**config.mk**
```make
export PLATFORM = sky130hd
export DESIGN_NAME = frame_deserializer_flat
export DESIGN_NICKNAME = d
export VERILOG_FILES = /design/src/rtl/frame_deserializer_if.sv /design/src/rtl/frame_deserializer.sv /design/src/flat_wrapper.sv
export SDC_FILE = /design/constraint.sdc
export NUM_CORES = 1
export LEC_CHECK = 0
export BUFFER_PORTS_ARGS = -buffer_cell sky130_fd_sc_hd__buf_4
export CORE_MARGIN = 1.5
export CORE_UTILIZATION = 48
export CTS_CLUSTER_SIZE = 12
export DETAILED_ROUTE_END_ITERATION = 6
export GPL_ROUTABILITY_DRIVEN = 1
export GPL_TIMING_DRIVEN = 0
export PLACE_DENSITY = 0.72
export SYNTH_ARGS = -nofsm -noshare
export SYNTH_HDL_FRONTEND = slang
export SYNTH_SLANG_ARGS = --single-unit
```
**constraint.sdc**
```tcl
create_clock -name CLK -period 1.67 [get_ports CLK]
set_input_delay 0.0835 -clock CLK [delete_from_list [all_inputs] [get_ports CLK]]
set_output_delay 0.0835 -clock CLK [all_outputs]
set_load 0.1 [all_outputs]
```
**src/rtl/frame_deserializer_if.sv**
```systemverilog
// Bit-stream side and word side of the frame deserializer, grouped as one bus.
// The slave modport is the deserializer; the master modport drives bits and consumes words.
interface frame_deserializer_if #(
  parameter int DATA_WIDTH = 8
);
  localparam int CW = $clog2(DATA_WIDTH + 1);

  logic                  sampled_data;
  logic                  sampled;
  logic                  deser_en;
  logic                  clear;
  logic                  data_ack;
  logic [DATA_WIDTH-1:0] P_Data;
  logic                  data_valid;
  logic                  par_bit;
  logic [CW-1:0]         bit_cnt;
  logic                  busy;
  logic                  overrun;

  modport master (
    output sampled_data, sampled, deser_en, clear, data_ack,
    input  P_Data, data_valid, par_bit, bit_cnt, busy, overrun
  );

  modport slave (
    input  sampled_data, sampled, deser_en, clear, data_ack,
    output P_Data, data_valid, par_bit, bit_cnt, busy, overrun
  );
endinterface

```
**src/rtl/frame_deserializer.sv**
```systemverilog
// Collects strobed serial bits into DATA_WIDTH-bit words, with a parity bit,
// a one-cycle completion pulse and a sticky overrun flag for unacknowledged words.
module frame_deserializer #(
  parameter int DATA_WIDTH = 8,
  parameter bit MSB_FIRST  = 1'b0
) (
  input  logic                  CLK,
  input  logic                  Reset,
  frame_deserializer_if.slave   bus
);
  localparam int CW = $clog2(DATA_WIDTH + 1);
  localparam logic [CW-1:0] LAST_CNT = CW'(DATA_WIDTH - 1);

  logic [DATA_WIDTH-1:0] shift_q, shift_nxt;
  logic [DATA_WIDTH-1:0] data_q;
  logic [CW-1:0]         cnt_q;
  logic                  par_q, dv_q, pending_q, overrun_q;
  logic                  accept, last_bit, complete;

  // clear wins over everything, so it also vetoes acceptance of a strobe
  assign accept   = bus.deser_en & bus.sampled & ~bus.clear;
  assign last_bit = (cnt_q == LAST_CNT);
  assign complete = accept & last_bit;

  generate
    if (MSB_FIRST) begin : g_msb
      assign shift_nxt = {shift_q[DATA_WIDTH-2:0], bus.sampled_data};
    end else begin : g_lsb
      assign shift_nxt = {bus.sampled_data, shift_q[DATA_WIDTH-1:1]};
    end
  endgenerate

  always_ff @(posedge CLK or negedge Reset) begin
    if (!Reset) begin
      cnt_q <= '0;
    end else if (bus.clear || !bus.deser_en) begin
      cnt_q <= '0;
    end else if (accept) begin
      cnt_q <= last_bit ? '0 : cnt_q + CW'(1);
    end
  end

  always_ff @(posedge CLK or negedge Reset) begin
    if (!Reset)         shift_q <= '0;
    else if (bus.clear) shift_q <= '0;
    else if (accept)    shift_q <= shift_nxt;
  end

  // Output word and parity only move on completion; clear leaves them alone
  always_ff @(posedge CLK or negedge Reset) begin
    if (!Reset) begin
      data_q <= '0;
      par_q  <= 1'b0;
    end else if (complete) begin
      data_q <= shift_nxt;
      par_q  <= ^shift_nxt;
    end
  end

  always_ff @(posedge CLK or negedge Reset) begin
    if (!Reset) dv_q <= 1'b0;
    else        dv_q <= complete;
  end

  // An ack arriving with a new completion refers to the old word: the new one stays pending
  always_ff @(posedge CLK or negedge Reset) begin
    if (!Reset) begin
      pending_q <= 1'b0;
      overrun_q <= 1'b0;
    end else if (bus.clear) begin
      pending_q <= 1'b0;
      overrun_q <= 1'b0;
    end else begin
      if (complete)          pending_q <= 1'b1;
      else if (bus.data_ack) pending_q <= 1'b0;
      if (complete && pending_q && !bus.data_ack) overrun_q <= 1'b1;
    end
  end

  assign bus.P_Data     = data_q;
  assign bus.par_bit    = par_q;
  assign bus.data_valid = dv_q;
  assign bus.bit_cnt    = cnt_q;
  assign bus.busy       = |cnt_q;
  assign bus.overrun    = overrun_q;
endmodule

```
**src/flat_wrapper.sv**
```systemverilog
// flat-port wrapper written by rule: the top's interface ports become plain ports
module frame_deserializer_flat 
#(
  parameter int DATA_WIDTH = 8,
  parameter bit MSB_FIRST  = 1'b0
)
  (CLK, Reset, bus_sampled_data, bus_sampled, bus_deser_en, bus_clear, bus_data_ack, bus_P_Data, bus_data_valid, bus_par_bit, bus_bit_cnt, bus_busy, bus_overrun);
  frame_deserializer_if #(.DATA_WIDTH(DATA_WIDTH)) bus_i ();
  input  logic CLK;
  input  logic Reset;
  input wire logic [$bits(bus_i.sampled_data)-1:0] bus_sampled_data;
  input wire logic [$bits(bus_i.sampled)-1:0] bus_sampled;
  input wire logic [$bits(bus_i.deser_en)-1:0] bus_deser_en;
  input wire logic [$bits(bus_i.clear)-1:0] bus_clear;
  input wire logic [$bits(bus_i.data_ack)-1:0] bus_data_ack;
  output wire logic [$bits(bus_i.P_Data)-1:0] bus_P_Data;
  output wire logic [$bits(bus_i.data_valid)-1:0] bus_data_valid;
  output wire logic [$bits(bus_i.par_bit)-1:0] bus_par_bit;
  output wire logic [$bits(bus_i.bit_cnt)-1:0] bus_bit_cnt;
  output wire logic [$bits(bus_i.busy)-1:0] bus_busy;
  output wire logic [$bits(bus_i.overrun)-1:0] bus_overrun;
  assign bus_i.sampled_data = bus_sampled_data;
  assign bus_i.sampled = bus_sampled;
  assign bus_i.deser_en = bus_deser_en;
  assign bus_i.clear = bus_clear;
  assign bus_i.data_ack = bus_data_ack;
  assign bus_P_Data = bus_i.P_Data;
  assign bus_data_valid = bus_i.data_valid;
  assign bus_par_bit = bus_i.par_bit;
  assign bus_bit_cnt = bus_i.bit_cnt;
  assign bus_busy = bus_i.busy;
  assign bus_overrun = bus_i.overrun;
  frame_deserializer #(.DATA_WIDTH(DATA_WIDTH), .MSB_FIRST(MSB_FIRST)) u_core (.CLK(CLK), .Reset(Reset), .bus(bus_i));
endmodule
```
======== After elaboration in Yosys (flattened, before gate mapping) ========
Index checks and enable logic that the tools add are counted.
Widths: inputs -> output; s select.
cells by class
  $add $sub $neg .......................... 1
  eq/ne operators ......................... 1
  multiplexer cells ....................... 10
  bitwise logic cells ..................... 4
  reductions and logical operators ........ 11
operators by type and width
  operator             number
  $mux 8               2
  $mux 4               3
  $reduce_xor 8->1     1
  $reduce_bool 2->1    3
  $mux 1               5
  $add 4x1->4 const B  1
  $eq 4x3->1 const B   1
  $reduce_or 4->1      1
  $and 1x1->1          3
  $reduce_bool 3->1    1
  $logic_and 1x1->1    2
  $logic_not 1->1      2
  $logic_or 1x1->1     1
  $not 1->1            1
word-level totals
  bits in registers ....................... 24
  input bits .............................. 7
  output and inout bits ................... 16
  logic and storage cells ................. 34

======== Logic depth before layout (Yosys ltp) ========
Gate-level depths: netlist of the first run.
  word-level depth ........................ 7
  depth in mapped cells ................... 6
  depth with buffers taken out ............ 5

======== Worst setup path before layout of the first run ========
OpenSTA, ideal clock, no wires.
  path type ............................... register -> register
  start point ............................. register u_core.cnt_q[1], in the netlist u_core.bus.bit_cnt[1]
  end point ............................... register u_core.data_q[0], in the netlist u_core.bus.P_Data[0]
  setup time .............................. 0.126 ns
  arrival ................................. 2.114 ns
  data required time ...................... 1.544 ns
  slack ................................... -0.570 ns
  stages on the path, launching flop included .. 6
  path buffers ............................ 1
  clock period less this slack ............ 2.240 ns
  cell sequence ........................... dfrtp_1 ha_1 and4b_1 nor2b_4 buf_12 mux2_4
between the ends
  longest elaborated chain between the ends .. 2
RTL lines
  what                       line                      RTL
  from (decl)                frame_deserializer.sv:16  logic [CW-1:0] cnt_q;
  from (signal assigned)     frame_deserializer.sv:39  cnt_q <= last_bit ? '0 : cnt_q + CW'(1);
  $eq 4x3->1                 frame_deserializer.sv:22  assign last_bit = (cnt_q == LAST_CNT);
  $and 1x1->1                frame_deserializer.sv:23  assign complete = accept & last_bit;
  named net u_core.complete  frame_deserializer.sv:18  logic accept, last_bit, complete;
  to (signal assigned)       frame_deserializer.sv:55  data_q <= shift_nxt;
  to (decl)                  frame_deserializer.sv:15  logic [DATA_WIDTH-1:0] data_q;
The timed path passes the listed nets, and every way through them passes these cells.
A chain may end at the register's enable or synchronous reset.

======== Worst setup path in the final report of the first run ========
  start point ............................. register u_core.cnt_q[0], in the netlist u_core.bus.bit_cnt[0]
  end point ............................... register u_core.data_q[1], in the netlist u_core.bus.P_Data[1]
The elaborated chain is that of the path after synthesis.

==> results.toml, run 1 <==
[worst_setup_path]
crit_fanout = 10
rrSetupSlack_ns = 0.07
crit_path_start_kind = "register"
endpoint_kind = "register"
startpoint = "u_core.bus.bit_cnt[0]$_DFFE_PN0P_"
cp.required_ns = 1.88
rr_startpoint = "u_core.bus.bit_cnt[0]$_DFFE_PN0P_"
criticalPathCategory = "reg -> reg"
ff2ff_path_depth = 5
critPathCapture = "u_core.bus.P_Data[1]$_DFFE_PN0N_"
worstPathArrival_ns = 1.81
reg2reg_to = "u_core.bus.P_Data[1]$_DFFE_PN0N_"

[global_routing]
use_met1_pct = 21.5
grt_antenna_before_repair = 0
busiest_layer = "met2"
grt_use_met2_pct = 28.3
met3_usage_pct = 4.46
grt_max_degree = 24
grt_pass1_vias = 685
grt_usage_pct = 16.7
grt-ovfl-total = 0
grt_first_pass_wirelength_um = 3180

[timing]
rsz0062_at_grt = "no"
min_period_ns = 1.60
finalSetupViolCount = 0
fin_tns_setup_ns = 0
min_period_over_period_pct = 96.0
tightest_slew_ns = 0.388
slew_violations = 0
clock_skew_ns = 0.00382
max_slew_margin_pct = 74.1
fin_hold_ws_ns = 0.0218
fmax_ghz = 0.624
hold_viol_final = 0

[cells_and_area]
diodes = 0
register_area_um2 = 586
postLayoutCoreUtil_pct = 65.8
drive_gt1_share_pct = 38.3
nNetsFinal = 130
area_delta_synth_final_pct = 24.3
multi_input_area_um2 = 468
fillers = 169

[clock_tree]
htreeDepth = 1
clock-root-buffer = "clkbuf_4"
clk_pin_slew_ns = 0.13
cts_inserted_buffers = 3
cts_tree = "built"
insertion_delay_ns = 0.31
clockBufferDepth = 2
cts_sinks = 23

[floorplanning]
core_area_um2 = 2020
die_y_um = 50.2
die-area_um2 = 2520
rows = 16
start_util_pct = 53.0
pin_count = 23
die_x_um = 50.2

[logic_synthesis]
synth_edf_count = 0
ys.flop_type = "dfrtp_1"
syn_nets = 102
synthTopCellsByArea = "dfrtp_1 54%, mux2_4 9.8%, xnor2_1 5.7%"
postSynthCellCount = 93
yosys_register_bits = 23
synth-seq-area-share_pct = 53.7
ys_types = 23
async_flop_share_pct = 100
ys_warn_count = 0
syn_area_per_cell_um2 = 11.5
yosysTopAreaCellShare_pct = 53.7
yosys.area.top_type = "dfrtp_1"
synth_area_um2 = 1070

[pwr]
power_uw = 912
ir_drop_uv = 625
power.density_nw_per_um2 = 685
total_leakage_power_nw = 0.614

[status]
status = "completed"

[placed_design]
place_hpwl_um = 1340
port_buffers = 21
place.gp.congestion = 0.679

[detailed_routing]
wl_per_cell_um = 13.0
drtIter0Drc = 25
postRouteAntennaNets = 0
dr.pass1.iters = 4
drc_errors = 0
drt-total-wl_um = 1910
vias = 744
via_per_inst = 5.06

[job]
maxCapViolations = 0

[worst_hold_path]
hold_path.class = "in -> reg"
## through the flow
stage                     worst slack, ns  instances  area, um^2
final                              0.0663        147        1330
after CTS                          0.0330        146        1320
after global routing               0.0370        147        1330
after detailed placement           0.0512        141        1280
after floorplan                   -0.0871         93        1090
after global placement             0.0696        141        1280
## registers in the layout (all words and copies together) (netlist names)
name	count
u_core.pending_q	1
u_core.shift_q	7
u_core.bus.P_Data	8
u_core.bus.data_valid	1
u_core.bus.bit_cnt	4
u_core.bus.overrun	1
u_core.bus.par_bit	1
## synth_stat cells, types with 2 or more instances
master and n:
a21oi_1 10, ha_1 2, dfrtp_1 23, xnor2_1 7
nor2_1 7, buf_2 2, mux2_4 7, inv_1 2
mux2_2 2, nand2_1 12, nand3_1 7
## placed cells by master (no fill, tap or decap), drive strengths merged
cell	netlist	final
buf	3	25
dfrtp	23	23
nand2	12	12
a21oi	10	10
mux2	9	9
nor2	7	7
nand3	7	7
xnor2	7	7
clkbuf	1	4
inv	2	2
nor2b	2	2
ha	2	2
nand2b	1	1
and4b	1	1
xor2	1	1
mux2i	1	1
nand3b	1	1
nand4	1	1
or3	1	1
a31oi	1	1
clkinv	0	1
dlygate4sd3	0	1
## power breakdown
group          internal [mW]  switching [mW]  total (mW)
sequential             0.561         0.00437       0.565
clock                 0.0896           0.170       0.260
combinational         0.0272          0.0604      0.0875
total                  0.677           0.235       0.912
## repair_timing
action                                  CTS  global route
hold buffers                              1             0
endpoints found under the setup margin    0             7
buffers inserted                          0             1
hold endpoints to repair                 23             0
gates resized for setup                   0             1
## routing by layer
metal | wire (um) | share of wire (%) | up-vias
li1 | - | - | 368
met1 | 827 | 43 | 347
met2 | 955 | 50 | 29
met3 | 126 | 6.6 | 0
met4 | 0 | 0 | 0
met5 | 0 | 0 | -
## cell type report
cell class	count	area share, %
flip-flops and latches	23	44.0
plain buffers	4	2.54
repair buffers	23	13.2
multi-input cells	64	35.2
clock buffers	3	1.69
clock inverters	1	0.376
inverters	2	0.564
well taps	27	2.54
## logic make-up (layout without fill, tap and decap cells)
kind of cell               after synthesis  in the layout  share of synthesized area, %
AOI/OAI and AO/OA                       11             11                          5.26
xor gates and xnor gates                 8              8                          6.54
adders and majority gates                2              2                          2.34
buffers and inverters                    6             33                          3.86
DFF                                     23             23                          53.7
muxes                                   10             10                          12.9
and+or+nand+nor                         33             33                          15.4
## worst max-delay path: stages, from the launching register on
cell and delay [ns]:
dfrtp_4 0.53, ha_4 0.18, and4b_2 0.22, nor2b_4 0.14
buf_12 0.14, mux2_4 0.29
## worst min-delay path by stage
stage	start	end	cells after the start
2_1_floorplan	Reset	u_core.bus.P_Data[0]$_DFFE_PN0N_	0
3_3_place_gp	Reset	u_core.bus.P_Data[1]$_DFFE_PN0N_	1
3_5_place_dp	Reset	u_core.bus.P_Data[0]$_DFFE_PN0N_	1
4_1_cts	bus_sampled_data	u_core.bus.P_Data[7]$_DFFE_PN0N_	2
5_1_grt	bus_sampled_data	u_core.bus.P_Data[7]$_DFFE_PN0N_	2
6_report	bus_sampled_data	u_core.bus.P_Data[7]$_DFFE_PN0N_	2
No activity file was read; power rests on OpenSTA's default activity.
==> inputs of run 2 (changes only) <==
--- a/config.mk
+++ b/config.mk
@@ -6,13 +6,14 @@
 export NUM_CORES = 1
 export LEC_CHECK = 0
 export BUFFER_PORTS_ARGS = -buffer_cell sky130_fd_sc_hd__buf_4
+export CAP_MARGIN = 20
 export CORE_MARGIN = 1.5
 export CORE_UTILIZATION = 48
 export CTS_CLUSTER_SIZE = 12
 export DETAILED_ROUTE_END_ITERATION = 6
 export GPL_ROUTABILITY_DRIVEN = 1
 export GPL_TIMING_DRIVEN = 0
-export PLACE_DENSITY = 0.72
+export PLACE_DENSITY = 0.74
 export SYNTH_ARGS = -nofsm -noshare
 export SYNTH_HDL_FRONTEND = slang
 export SYNTH_SLANG_ARGS = --single-unit
==> run 2 against run 1 <==
  * Final cell count did not move
  * Global-route usage rose by 0.63 points
  * Clock skew fell by 0.0016 ns
  * Sequential power barely moved
  * Highest routed layer is now met4
  * Largest cell class unchanged
==> results.toml, run 2 (synthesized netlist as in run 1, its figures left out) <==
[global_routing]
grt_max_degree = 24
grt_pass1_vias = 750
grt_use_met2_pct = 29.8
grt-ovfl-total = 0
use_met1_pct = 20.9
met3_usage_pct = 2.68
grt_usage_pct = 17.3
grt_antenna_before_repair = 0
busiest_layer = "met2"
grt_first_pass_wirelength_um = 3280

[floorplanning]
start_util_pct = 53.0
die_y_um = 50.2
core_area_um2 = 2020
rows = 16
die_x_um = 50.2
die-area_um2 = 2520
pin_count = 23

[worst_setup_path]
cp.required_ns = 1.88
reg2reg_to = "u_core.bus.P_Data[6]$_DFFE_PN0N_"
worstPathArrival_ns = 1.84
endpoint_kind = "register"
crit_fanout = 10
criticalPathCategory = "reg -> reg"
rrSetupSlack_ns = 0.04
ff2ff_path_depth = 5
rr_startpoint = "u_core.bus.bit_cnt[0]$_DFFE_PN0P_"
crit_path_start_kind = "register"

[pwr]
total_leakage_power_nw = 0.614
ir_drop_uv = 392
power.density_nw_per_um2 = 684

[cells_and_area]
final_area_um2 = 1330
area_delta_synth_final_pct = 24.3
drive_gt1_share_pct = 38.3
final_common_cell = "buf_4"
nNetsFinal = 130
layout_common_cells = "22 x buf_4, 19 x dfrtp_1, 12 x nand2_1"
fillers = 177
diodes = 0
multi_input_area_um2 = 468
register_area_um2 = 586
largest_reg_flops = 8

[timing]
rsz0062_at_grt = "no"
tightest_slew_ns = 0.371
setup_slack_ns = 0.0402
fmax_ghz = 0.614
max_slew_margin_pct = 75.3
clock_skew_ns = 0.00219
min_period_ns = 1.63
hold_viol_final = 0
min_period_over_period_pct = 97.6
slew_violations = 0
finalSetupViolCount = 0

[clock_tree]
clk_pin_slew_ns = 0.13
insertion_delay_ns = 0.31
cts_inserted_buffers = 3
cts_sinks = 23
clock-root-buffer = "clkbuf_4"
clockBufferDepth = 2
htreeDepth = 1
cts_tree = "built"

[detailed_routing]
drc_errors = 0
vias = 754
drt-total-wl_um = 1850
via_per_inst = 5.13
drtIter0Drc = 11
postRouteAntennaNets = 0
dr.pass1.iters = 6
wl_per_cell_um = 12.6

[placed_design]
place_hpwl_um = 1360
port_buffers = 21
place_area_um2 = 1280
place.gp.congestion = 0.679
pre_cts_ws_ns = 0.0530

[worst_hold_path]
min_from = "bus_sampled_data"
hold_path.class = "in -> reg"
holdPathEnd = "u_core.bus.P_Data[7]$_DFFE_PN0N_"
hold_depth = 2

[status]
status = "completed"

[job]
maxCapViolations = 0
-- run 2: cell counts in the layout (fill, tap and decap cells not counted) --
No cell type changed its count.
-- run 2: how the worst max path moves through the flow --
stage | start | endpoint | depth (start not counted) | slack, ns
after global placement | u_core.bus.bit_cnt[0]$_DFFE_PN0P_ | u_core.bus.P_Data[4]$_DFFE_PN0N_ | 5 | 0.07
after floorplan | u_core.bus.bit_cnt[1]$_DFFE_PN0P_ | u_core.bus.P_Data[0]$_DFFE_PN0N_ | 5 | -0.09
final | u_core.bus.bit_cnt[0]$_DFFE_PN0P_ | u_core.bus.P_Data[6]$_DFFE_PN0N_ | 5 | 0.04
after global routing | u_core.bus.bit_cnt[0]$_DFFE_PN0P_ | u_core.bus.P_Data[6]$_DFFE_PN0N_ | 5 | 0.006
after detailed placement | u_core.bus.bit_cnt[1]$_DFFE_PN0P_ | u_core.bus.P_Data[6]$_DFFE_PN0N_ | 5 | 0.05
after CTS | u_core.bus.bit_cnt[0]$_DFFE_PN0P_ | u_core.bus.P_Data[6]$_DFFE_PN0N_ | 5 | 0.03
-- run 2: worst max-delay path, cell delays in order (launching register included) --
cell and delay, ns:
dfrtp_4 0.53, ha_4 0.18, and4b_2 0.24, nor2b_4 0.14, buf_12 0.14, mux2_4 0.29
-- run 2: repair_timing --
action                                  4_1_cts  5_1_grt
endpoints found under the hold margin        23        0
hold buffers                                  1        0
endpoints found under the setup margin        0        7
buffers inserted                              0        1
gates resized for setup                       0        1
-- run 2: stage by stage --
stage | std cells | util (%) | hold slack [ns] | setup TNS (ns) | total power, mW
after floorplan | 93 | - | -0.212 | -0.610 | 0.627
after global placement | 141 | 63.6 | -0.0104 | 0 | 0.660
after detailed placement | 141 | 63.6 | -0.00937 | 0 | 0.662
after CTS | 146 | 65.4 | 0.0270 | 0 | 0.916
after global routing | 147 | 65.8 | 0.0116 | 0 | 0.954
final | 147 | 65.8 | 0.0263 | 0 | 0.910
-- run 2: report_power, final --
group,internal [mW],switching [mW]
registers,0.561,0.00473
clock network,0.0896,0.170
logic,0.0271,0.0582
-- run 2: final cells by class --
cell class,count,area share (%)
timing repair buffer,23,13.2
inverter,2,0.564
clock inverter,1,0.376
sequential,23,44.0
clock buffer,3,1.69
multi-input combinational,64,35.2
tap,27,2.54
buffer,4,2.54
-- run 2: routing by layer --
metal | part of all wire, % | vias up
li1 | - | 366
met4 | 2.1 | 0
met1 | 42 | 358
met2 | 51 | 25
met3 | 5.1 | 5
met5 | 0 | -
==> inputs of run 3 (changes only) <==
==> constraint.sdc (replaced) <==
create_clock -name CLK -period 2 [get_ports CLK]
set_input_delay 0.1 -clock CLK [delete_from_list [all_inputs] [get_ports CLK]]
set_output_delay 0.1 -clock CLK [all_outputs]
set_load 0.1 [all_outputs]
==> run 3 against run 2 <==
  * Largest cell class unchanged
  * Register-to-register slack better by 0.31 ns
  * Critical path type unchanged
  * Clock power shrank 18%
  * Combinational power down 15%
  * Power is 17% lower
  * First-iteration DRC count decreased by 27%
  * Clock skew grew 0.00095 ns
  * Sequential share of layout area grew 0.49 points
  * Worst setup slack better by 0.31 ns
  * Clock-buffer cell count is 1 higher
  * Global-route usage rose by 0.12 points
==> results.toml, run 3 (synthesized netlist as in run 1, its figures left out) <==
[timing]
clock_skew_ns = 0.00314
min_period_over_period_pct = 82.5
finalSetupViolCount = 0
tightest_slew_ns = 0.429
slew_violations = 0
fmax_ghz = 0.606
fin_tns_setup_ns = 0
hold_viol_final = 0
min_period_ns = 1.65
max_slew_margin_pct = 71.4
rsz0062_at_grt = "no"
fin_hold_ws_ns = 0.0540

[worst_setup_path]
crit_family = "simple AND/OR/NAND/NOR gates"
worstPathCellList = "ha_1 > and4b_1 > nor2b_4 > buf_12 > mux2_4"
endpoint_kind = "register"
worstPathArrival_ns = 1.86
rrSetupSlack_ns = 0.35
critical_path_buf_inv_count = 1
crit_path_start_kind = "register"
ff2ff_path_depth = 5
criticalPathCategory = "reg -> reg"
cpMaxStageDelayCell = "dfrtp_2"
crit_fanout = 10
rr_startpoint = "u_core.bus.bit_cnt[1]$_DFFE_PN0P_"
slowest_delay_ns = 0.42
cp.required_ns = 2.21
reg2reg_to = "u_core.bus.P_Data[2]$_DFFE_PN0N_"

[worst_hold_path]
min_from = "bus_sampled_data"
hold_depth = 2
holdPathEnd = "u_core.bus.P_Data[7]$_DFFE_PN0N_"
hold_path.class = "in -> reg"

[cells_and_area]
final_common_cell = "buf_4"
area_delta_synth_final_pct = 21.6
drive_gt1_share_pct = 34.5
layout_common_cells = "21 x buf_4, 20 x dfrtp_1, 12 x nand2_1"
diodes = 0
final_area_um2 = 1300
nNetsFinal = 129
postLayoutCoreUtil_pct = 64.4
largest_reg_flops = 8

[pwr]
pwr-share-clk_pct = 28.1
p_seq_share_pct = 62.3
total_leakage_power_nw = 0.611
power_uw = 756
ir_drop_uv = 378
p_switching_uw = 188
p_sw_share_pct = 24.8
combPwrFrac_pct = 9.6
power.density_nw_per_um2 = 580
p_int_uw = 568

[clock_tree]
htreeDepth = 1
clockBufferDepth = 2
insertion_delay_ns = 0.31
ctsResizeCount = 0
cts_sinks = 23
clk_pin_slew_ns = 0.12
cts_inserted_buffers = 3
cts_tree = "built"
clock-root-buffer = "clkbuf_4"

[detailed_routing]
via_per_inst = 5.06
dr.pass1.iters = 4
wl_per_cell_um = 13.0
vias = 739
drt-total-wl_um = 1900
drc_errors = 0
postRouteAntennaNets = 0
drtIter0Drc = 8

[global_routing]
grt_max_degree = 24
grt_first_pass_wirelength_um = 3260
grt_usage_pct = 17.4
grt_pass1_vias = 752
grt_antenna_before_repair = 0
grt-ovfl-total = 0

[placed_design]
place_hpwl_um = 1370
place.gp.congestion = 0.714
place_area_um2 = 1270
port_buffers = 21

[floorplanning]
die-area_um2 = 2520
rows = 16
start_util_pct = 53.0
die_y_um = 50.2
pin_count = 23
core_area_um2 = 2020
die_x_um = 50.2

[job]
maxCapViolations = 0

[status]
status = "completed"
==> run 3: final cells by class <==
cell class                      instances  area [um^2]
Clock buffer                            4         26.3
Timing Repair Buffer                   22          168
Tap cell                               27         33.8
Fill cell                             179          719
Inverter                                2         7.51
Sequential cell                        23          579
Buffer                                  4         33.8
Multi-Input combinational cell         64          454
==> run 3: worst reg2reg max path, stage by stage (launching register included) <==
cell     delay (ns)
dfrtp_2        0.42
ha_1           0.20
and4b_1        0.27
nor2b_4        0.21
buf_12         0.15
mux2_4         0.30
==> run 3: repair_timing <==
action                                 CTS  global route
setup buffers                            0             0
hold buffers                             1             0
endpoints found under the hold margin   23             0
==> run 3: per-layer routing <==
layer / GRT usage (%) / vias to the layer above / routed length (um)
met1: 20.7 / 345 / 839
met2: 29.8 / 25 / 911
li1: - / 364 / -
met4: 9.72 / 0 / 46
met5: 0 / - / 0
met3: 2.68 / 5 / 99
==> run 3: power groups by stage <==
| stage | registers, mW | clock network [mW] | logic, mW |
|---|---|---|---|
| after CTS | 0.471 | 0.220 | 0.0733 |
| after global placement | 0.480 | 0 | 0.0700 |
| after global routing | 0.472 | 0.239 | 0.0797 |
| after detailed placement | 0.480 | 0 | 0.0713 |
| after floorplan | 0.488 | 0 | 0.0344 |
| final | 0.471 | 0.212 | 0.0724 |
==> run 3: worst max path at each step <==
stage                                            from                               end  slack, ns  cells past startpoint
CTS                 u_core.bus.bit_cnt[1]$_DFFE_PN0P_  u_core.bus.P_Data[2]$_DFFE_PN0N_       0.32                      5
floorplan           u_core.bus.bit_cnt[1]$_DFFE_PN0P_  u_core.bus.P_Data[0]$_DFFE_PN0N_       0.07                      5
global placement    u_core.bus.bit_cnt[1]$_DFFE_PN0P_  u_core.bus.P_Data[3]$_DFFE_PN0N_       0.39                      5
finish              u_core.bus.bit_cnt[1]$_DFFE_PN0P_  u_core.bus.P_Data[2]$_DFFE_PN0N_       0.35                      5
global route        u_core.bus.bit_cnt[1]$_DFFE_PN0P_  u_core.bus.P_Data[6]$_DFFE_PN0N_       0.27                      5
detailed placement  u_core.bus.bit_cnt[1]$_DFFE_PN0P_  u_core.bus.P_Data[0]$_DFFE_PN0N_       0.35                      5
==> run 3: through the flow <==
stage | instances | setup slack [ns]
final | 146 | 0.351
after global routing | 146 | 0.267
after CTS | 146 | 0.319
after detailed placement | 141 | 0.346
after global placement | 141 | 0.386
after floorplan | 93 | 0.0737
